File: src/rtl/sevenseg_capture.sv
// sevenseg_capture: watches a multiplexed active-low 7-segment bus and
// rebuilds the hex nibble shown on each digit. A sample (pattern + select)
// must repeat for STABLE_CYCLES consecutive cycles before it is committed
// into a per-digit shadow entry. Changed shadows are presented as one word
// on a valid/ready interface.
module sevenseg_capture #(
  parameter int NUM_DIGITS    = 4,
  parameter int STABLE_CYCLES = 8
) (
  input  logic                    clk,
  input  logic                    rst_n,
  input  logic [6:0]              seg_n,
  input  logic [NUM_DIGITS-1:0]   dig_en,
  output logic                    out_valid,
  input  logic                    out_ready,
  output logic [4*NUM_DIGITS-1:0] out_value,
  output logic [NUM_DIGITS-1:0]   out_blank,
  output logic [NUM_DIGITS-1:0]   out_error
);

  localparam int CNT_W = $clog2(STABLE_CYCLES + 1);
  localparam logic [CNT_W-1:0] CNT_MAX = CNT_W'(STABLE_CYCLES);
  localparam logic [CNT_W-1:0] CNT_ARM = CNT_W'(STABLE_CYCLES - 1);

  typedef enum logic {IDLE, PRESENT} state_t;

  logic [6:0]              prev_seg_reg;
  logic [NUM_DIGITS-1:0]   prev_dig_reg;
  logic [CNT_W-1:0]        cnt_reg, cnt_next;
  logic                    dig_onehot, same_sample, commit;
  logic [3:0]              dec_value;
  logic                    dec_blank, dec_error;
  logic [4*NUM_DIGITS-1:0] shadow_value;
  logic [NUM_DIGITS-1:0]   shadow_blank, shadow_error;
  logic [3:0]              sel_value;
  logic                    sel_blank, sel_error, entry_changed;
  logic                    dirty_reg;
  state_t                  state_reg, state_next;
  logic                    load_out;

  // Run tracking: a run restarts on any change of pattern or select and is
  // abandoned while the select is not one-hot. The counter saturates so a
  // run can only commit once.
  always_comb begin
    dig_onehot  = $onehot(dig_en);
    same_sample = (seg_n == prev_seg_reg) && (dig_en == prev_dig_reg);
    commit      = dig_onehot && same_sample && (cnt_reg == CNT_ARM);
    cnt_next    = cnt_reg;
    if (!dig_onehot)
      cnt_next = '0;
    else if (!same_sample)
      cnt_next = CNT_W'(1);
    else if (cnt_reg < CNT_MAX)
      cnt_next = cnt_reg + CNT_W'(1);
  end

  // Previous-sample and run-counter registers.
  always_ff @(posedge clk or negedge rst_n) begin
    if (!rst_n) begin
      prev_seg_reg <= '0;
      prev_dig_reg <= '0;
      cnt_reg      <= '0;
    end else begin
      prev_seg_reg <= seg_n;
      prev_dig_reg <= dig_en;
      cnt_reg      <= cnt_next;
    end
  end

  // Segment pattern decode; all-off is blank, anything unknown is an error.
  always_comb begin
    dec_value = 4'h0;
    dec_blank = 1'b0;
    dec_error = 1'b0;
    case (seg_n)
      7'h40: dec_value = 4'h0;
      7'h79: dec_value = 4'h1;
      7'h24: dec_value = 4'h2;
      7'h30: dec_value = 4'h3;
      7'h19: dec_value = 4'h4;
      7'h12: dec_value = 4'h5;
      7'h02: dec_value = 4'h6;
      7'h78: dec_value = 4'h7;
      7'h00: dec_value = 4'h8;
      7'h10: dec_value = 4'h9;
      7'h08: dec_value = 4'hA;
      7'h03: dec_value = 4'hB;
      7'h46: dec_value = 4'hC;
      7'h21: dec_value = 4'hD;
      7'h06: dec_value = 4'hE;
      7'h0E: dec_value = 4'hF;
      7'h7F: dec_blank = 1'b1;
      default: dec_error = 1'b1;
    endcase
  end

  // Per-digit shadow entries, written only by a commit addressed to them.
  genvar gi;
  generate
    for (gi = 0; gi < NUM_DIGITS; gi++) begin : g_digit
      logic [3:0] value_reg;
      logic       blank_reg;
      logic       error_reg;

      // Shadow entry for this digit.
      always_ff @(posedge clk or negedge rst_n) begin
        if (!rst_n) begin
          value_reg <= 4'h0;
          blank_reg <= 1'b1;
          error_reg <= 1'b0;
        end else if (commit && dig_en[gi]) begin
          value_reg <= dec_value;
          blank_reg <= dec_blank;
          error_reg <= dec_error;
        end
      end

      assign shadow_value[4*gi +: 4] = value_reg;
      assign shadow_blank[gi]        = blank_reg;
      assign shadow_error[gi]        = error_reg;
    end
  endgenerate

  // Pick the shadow entry of the selected digit (select is one-hot on commit).
  always_comb begin
    sel_value = 4'h0;
    sel_blank = 1'b0;
    sel_error = 1'b0;
    for (int i = 0; i < NUM_DIGITS; i++) begin
      if (dig_en[i]) begin
        sel_value = sel_value | shadow_value[4*i +: 4];
        sel_blank = sel_blank | shadow_blank[i];
        sel_error = sel_error | shadow_error[i];
      end
    end
    entry_changed = (sel_value != dec_value) || (sel_blank != dec_blank) ||
                    (sel_error != dec_error);
  end

  // Dirty flag: a changing commit sets it and wins over the clear from a copy.
  always_ff @(posedge clk or negedge rst_n) begin
    if (!rst_n)
      dirty_reg <= 1'b0;
    else if (commit && entry_changed)
      dirty_reg <= 1'b1;
    else if (load_out)
      dirty_reg <= 1'b0;
  end

  // Output FSM state register.
  always_ff @(posedge clk or negedge rst_n) begin
    if (!rst_n)
      state_reg <= IDLE;
    else
      state_reg <= state_next;
  end

  // Output FSM next state.
  always_comb begin
    state_next = state_reg;
    case (state_reg)
      IDLE:    if (dirty_reg) state_next = PRESENT;
      PRESENT: if (out_ready) state_next = IDLE;
      default: state_next = IDLE;
    endcase
  end

  // Output FSM outputs: valid while presenting, snapshot load from IDLE.
  always_comb begin
    out_valid = (state_reg == PRESENT);
    load_out  = (state_reg == IDLE) && dirty_reg;
  end

  // Presented word: snapshot of the shadows, frozen outside the IDLE copy.
  always_ff @(posedge clk or negedge rst_n) begin
    if (!rst_n) begin
      out_value <= '0;
      out_blank <= '1;
      out_error <= '0;
    end else if (load_out) begin
      out_value <= shadow_value;
      out_blank <= shadow_blank;
      out_error <= shadow_error;
    end
  end

endmodule

File: config.mk
export PLATFORM = sky130hd
export DESIGN_NAME = sevenseg_capture
export DESIGN_NICKNAME = d
export VERILOG_FILES = /design/src/rtl/sevenseg_capture.sv
export SDC_FILE = /design/constraint.sdc
export NUM_CORES = 1
export LEC_CHECK = 0
export CELL_PAD_IN_SITES_DETAIL_PLACEMENT = 1
export CELL_PAD_IN_SITES_GLOBAL_PLACEMENT = 1
export CORE_UTILIZATION = 45
export DETAILED_ROUTE_END_ITERATION = 16
export PLACE_DENSITY = 0.87
export SKIP_CTS_REPAIR_TIMING = 1
export SLEW_MARGIN = 0
export SYNTH_ARGS = -nofsm -noshare
export SYNTH_HDL_FRONTEND = slang
export SYNTH_SLANG_ARGS = --single-unit
File: constraint.sdc
create_clock -name clk -period 2.3 [get_ports clk]
set_clock_uncertainty 0.05 [all_clocks]
set_input_delay 0.575 -clock clk [delete_from_list [all_inputs] [get_ports clk]]
set_output_delay 0.575 -clock clk [all_outputs]
set_load 0.005 [all_outputs]
==> impl_metrics.toml <==
[layout]
total_inserted_antenna_cells = 0
final-instance-count-excl-fill = 439
n_fill_cell = 684
post_route_cells_drive_above_1_share_pct = 41.1
postLayoutCoreUtil_pct = 63.1
layout-area-overhead-vs-synth_pct = 34.0
postLayoutCellArea_um2 = 4340
num-nets-final = 356

[synthesis]
post_synth_inst_count = 262
syn_nets = 280
synth.top_cells.by_count = "sky130_fd_sc_hd__dfrtp_1, sky130_fd_sc_hd__mux2_2, sky130_fd_sc_hd__xor2_1"
yosysMostFrequentCell = "sky130_fd_sc_hd__dfrtp_1"
netlist.top_cell.by_area = "sky130_fd_sc_hd__dfrtp_1"
dominantRegCellSynth = "sky130_fd_sc_hd__dfrtp_1"
synth_area_um2 = 3230
synth_enable_flop_cells = 0
synth.lib_cells_used.distinct = 53
synthArstFlopShare_pct = 100
number_of_synthesized_register_bits = 65
synth_sequential_area_ratio_pct = 50.6
netlist.area_leader.share_pct = 44.1
post_synth_main_area_contributors = "sky130_fd_sc_hd__dfrtp_1, sky130_fd_sc_hd__mux2_2, sky130_fd_sc_hd__dfstp_2"
post_syn_area_per_cell_um2 = 12.3
synth_warnings = 0

[global_routing]
groute.layer.met3.usage_pct = 4.00
met1_track_demand_over_resource_in_global_routing_pct = 31.4
gr-usage-met2_pct = 45.5
maximum_number_of_pins_on_one_net_before_global_route_repair = 66
grt_overflow = 0
grt_antenna_before_repair = 0
top_usage_layer = "met2"
grt_first_pass_wirelength_mm = 14.3
vias_in_the_first_global_route = 2736
groute.usage.overall_pct = 25.7

[timing]
final-setup-viol-count = 25
post-route-worst-setup-slack_ns = -0.392
post-route-min-period_ns = 2.69
slew_headroom_pct = 63.1
min_period_over_period_pct = 117
setup_total_negative_slack_ns = -8.60
rsz0062_at_grt = "true"
final_hold_slack_ns = 0.178
tightest_slew_ns = 0.548
max_clock_freq_ghz = 0.371
maxSlewViolCount = 0
final-hold-violation-count = 0

[pwr]
p_leak_nw = 1.98
p_comb_share_pct = 10.3
clock_power_share_pct = 44.3
p_seq_share_pct = 45.4
switching_power_mw = 0.614
power.internal_mw = 1.95
power.ir.vdd_worst_mv = 0.426
power_density_nw_per_um2 = 592
switching_share_pct = 23.9

[routing]
route.detailed.vias_per_inst = 5.74
route.detailed.drc = 0
routed_wirelength_mm = 9.35
postRouteAntennaNets = 0
routed-via-count = 2519
routed_wire_length_per_instance_um = 21.3
drt-initial-drc-count = 163
firstDrtPassIters = 4

[floorplan]
die_width_um = 86.8
die-area_um2 = 7530
core_area_um2 = 6870
placementRows = 30
dieHeight_um = 86.8
start_util_pct = 47.1
floorplan.io_pins = 39

[clocking]
clock_insertion_delay_worst_skew_ns = 0.35
cts-root-to-sink-buffers = 2
cts-htree-levels = 3
number_of_buffers_created_by_cts = 9
worst_setup_hold_path_clk_slew_ns = 0.08
tritoncts = "built"
clkSinkCount = 65
cts_root_buf = "sky130_fd_sc_hd__clkbuf_8"

[run]
maxCapViolCount = 0

[critical_path]
critPathCaptureType = "flop"
setup.worst_path.start_class = "primary input"
crit_fanout = 6
critPathRequiredTime_ns = 2.47
worstPathArrival_ns = 2.87
criticalPathCategory = "primary input to flop"

[place]
post-dp-hpwl_mm = 6.05
gp_congestion = 0.795
dpl.cell_count = 422
dpl_cell_area_um2 = 4000
portBuffers = 38

[status]
run_status = "finished, violations left"
violations = "setup timing"

[worst_hold_path]
type_of_the_most_critical_hold_path = "primary input to asynchronous set/reset pin"
[layer usage]
layer / up-vias / routed length [um]
li1: 1107 / -
met3: 35 / 376
met2: 95 / 4790
met4: 0 / 359
met1: 1282 / 3820
met5: - / 0
[worst max-delay path, stage by stage]
cell and delay, ns:
sky130_fd_sc_hd__buf_8 0.08, sky130_fd_sc_hd__inv_4 0.03, sky130_fd_sc_hd__fa_1 0.53, sky130_fd_sc_hd__inv_1 0.05, sky130_fd_sc_hd__ha_2 0.17, sky130_fd_sc_hd__ha_4 0.22, sky130_fd_sc_hd__nor3b_4 0.22, sky130_fd_sc_hd__nand4_2 0.17
sky130_fd_sc_hd__nor3_4 0.21, sky130_fd_sc_hd__buf_8 0.20, sky130_fd_sc_hd__nand2_8 0.09, sky130_fd_sc_hd__mux2_4 0.31
[through the flow]
| step | setup slack [ns] | power [mW] |
|---|---|---|
| CTS | -0.967 | 2.56 |
| detailed placement | -1.33 | 1.43 |
| global placement | -1.15 | 1.42 |
| floorplan | -0.602 | 1.31 |
| finish | -0.392 | 2.57 |
| global route | -0.486 | 2.65 |
[path summary, 6_finish.rpt]
kind | from | slack (ns) | endpoint | cells after the start
worst max-delay path | dig_en[1] | -0.39 | g_digit[1].value_reg[1] | 12
worst min-delay path | rst_n | 0.18 | cnt_reg[3] | 2
worst max register to register | g_digit[0].value_reg[1] | 0.20 | dirty_reg | 6
worst min register to register | out_value[14] | 0.46 | out_value[14] | 1
max in group asynchronous | rst_n | 1.69 | out_blank[3] | 2
min in group clk | out_value[14] | 0.46 | out_value[14] | 1
[cells by family after synthesis]
kind of cell	after synthesis	share of synthesized area (%)
muxes	50	17.3
DFF	65	50.6
buffers and inverters	23	3.71
AOI/OAI and AO/OA	38	9.21
xor gates and xnor gates	19	5.15
and+or+nand+nor	63	12.2
adders and majority gates	4	1.78
[power by group through the flow]
stage	clock (mW)	combinational, mW	sequential [mW]
final	1.14	0.264	1.16
after global routing	1.20	0.286	1.17
after CTS	1.15	0.249	1.16
after detailed placement	0	0.245	1.19
after global placement	0	0.233	1.18
after floorplan	0	0.122	1.18
[layout by cell type, fill, tap and decap left out, types with 2 or more instances in the layout]
cell type and n:
sky130_fd_sc_hd__dfrtp_1 57, sky130_fd_sc_hd__mux2_2 43, sky130_fd_sc_hd__buf_4 43, sky130_fd_sc_hd__clkdlybuf4s50_1 34
sky130_fd_sc_hd__xor2_1 15, sky130_fd_sc_hd__nor2_1 12, sky130_fd_sc_hd__clkbuf_8 11, sky130_fd_sc_hd__dfstp_2 8
sky130_fd_sc_hd__nand2_1 6, sky130_fd_sc_hd__a22o_1 6, sky130_fd_sc_hd__o21ai_0 5, sky130_fd_sc_hd__a221oi_1 5
sky130_fd_sc_hd__mux2_4 5, sky130_fd_sc_hd__or2_2 4, sky130_fd_sc_hd__nand2_8 4, sky130_fd_sc_hd__xnor2_1 4
sky130_fd_sc_hd__nor2b_1 4, sky130_fd_sc_hd__inv_1 3, sky130_fd_sc_hd__nor3_1 3, sky130_fd_sc_hd__a211oi_1 3
sky130_fd_sc_hd__nand2b_1 3, sky130_fd_sc_hd__nor4_1 3, sky130_fd_sc_hd__nand4_1 3, sky130_fd_sc_hd__nand3_1 3
sky130_fd_sc_hd__nor3b_1 3, sky130_fd_sc_hd__a22oi_1 3, sky130_fd_sc_hd__and2_1 3, sky130_fd_sc_hd__inv_4 2
sky130_fd_sc_hd__nor4_2 2, sky130_fd_sc_hd__a31oi_1 2, sky130_fd_sc_hd__and4b_1 2, sky130_fd_sc_hd__a21oi_1 2
sky130_fd_sc_hd__o21a_1 2, sky130_fd_sc_hd__mux2i_1 2, sky130_fd_sc_hd__a2111oi_2 2, sky130_fd_sc_hd__bufinv_16 2
sky130_fd_sc_hd__clkinv_4 2, sky130_fd_sc_hd__buf_8 2
[cell type report]
type / count / area (um2) / share of cell area [%]
clock buffer: 11 / 151 / 3.49
clock inverter: 5 / 86.3 / 1.99
inverter: 6 / 27.5 / 0.635
multi-input combinational: 174 / 1590 / 36.7
sequential: 65 / 1640 / 37.7
tap: 96 / 120 / 2.77
timing repair buffer: 82 / 723 / 16.7
(Power assumes the default switching activity.)
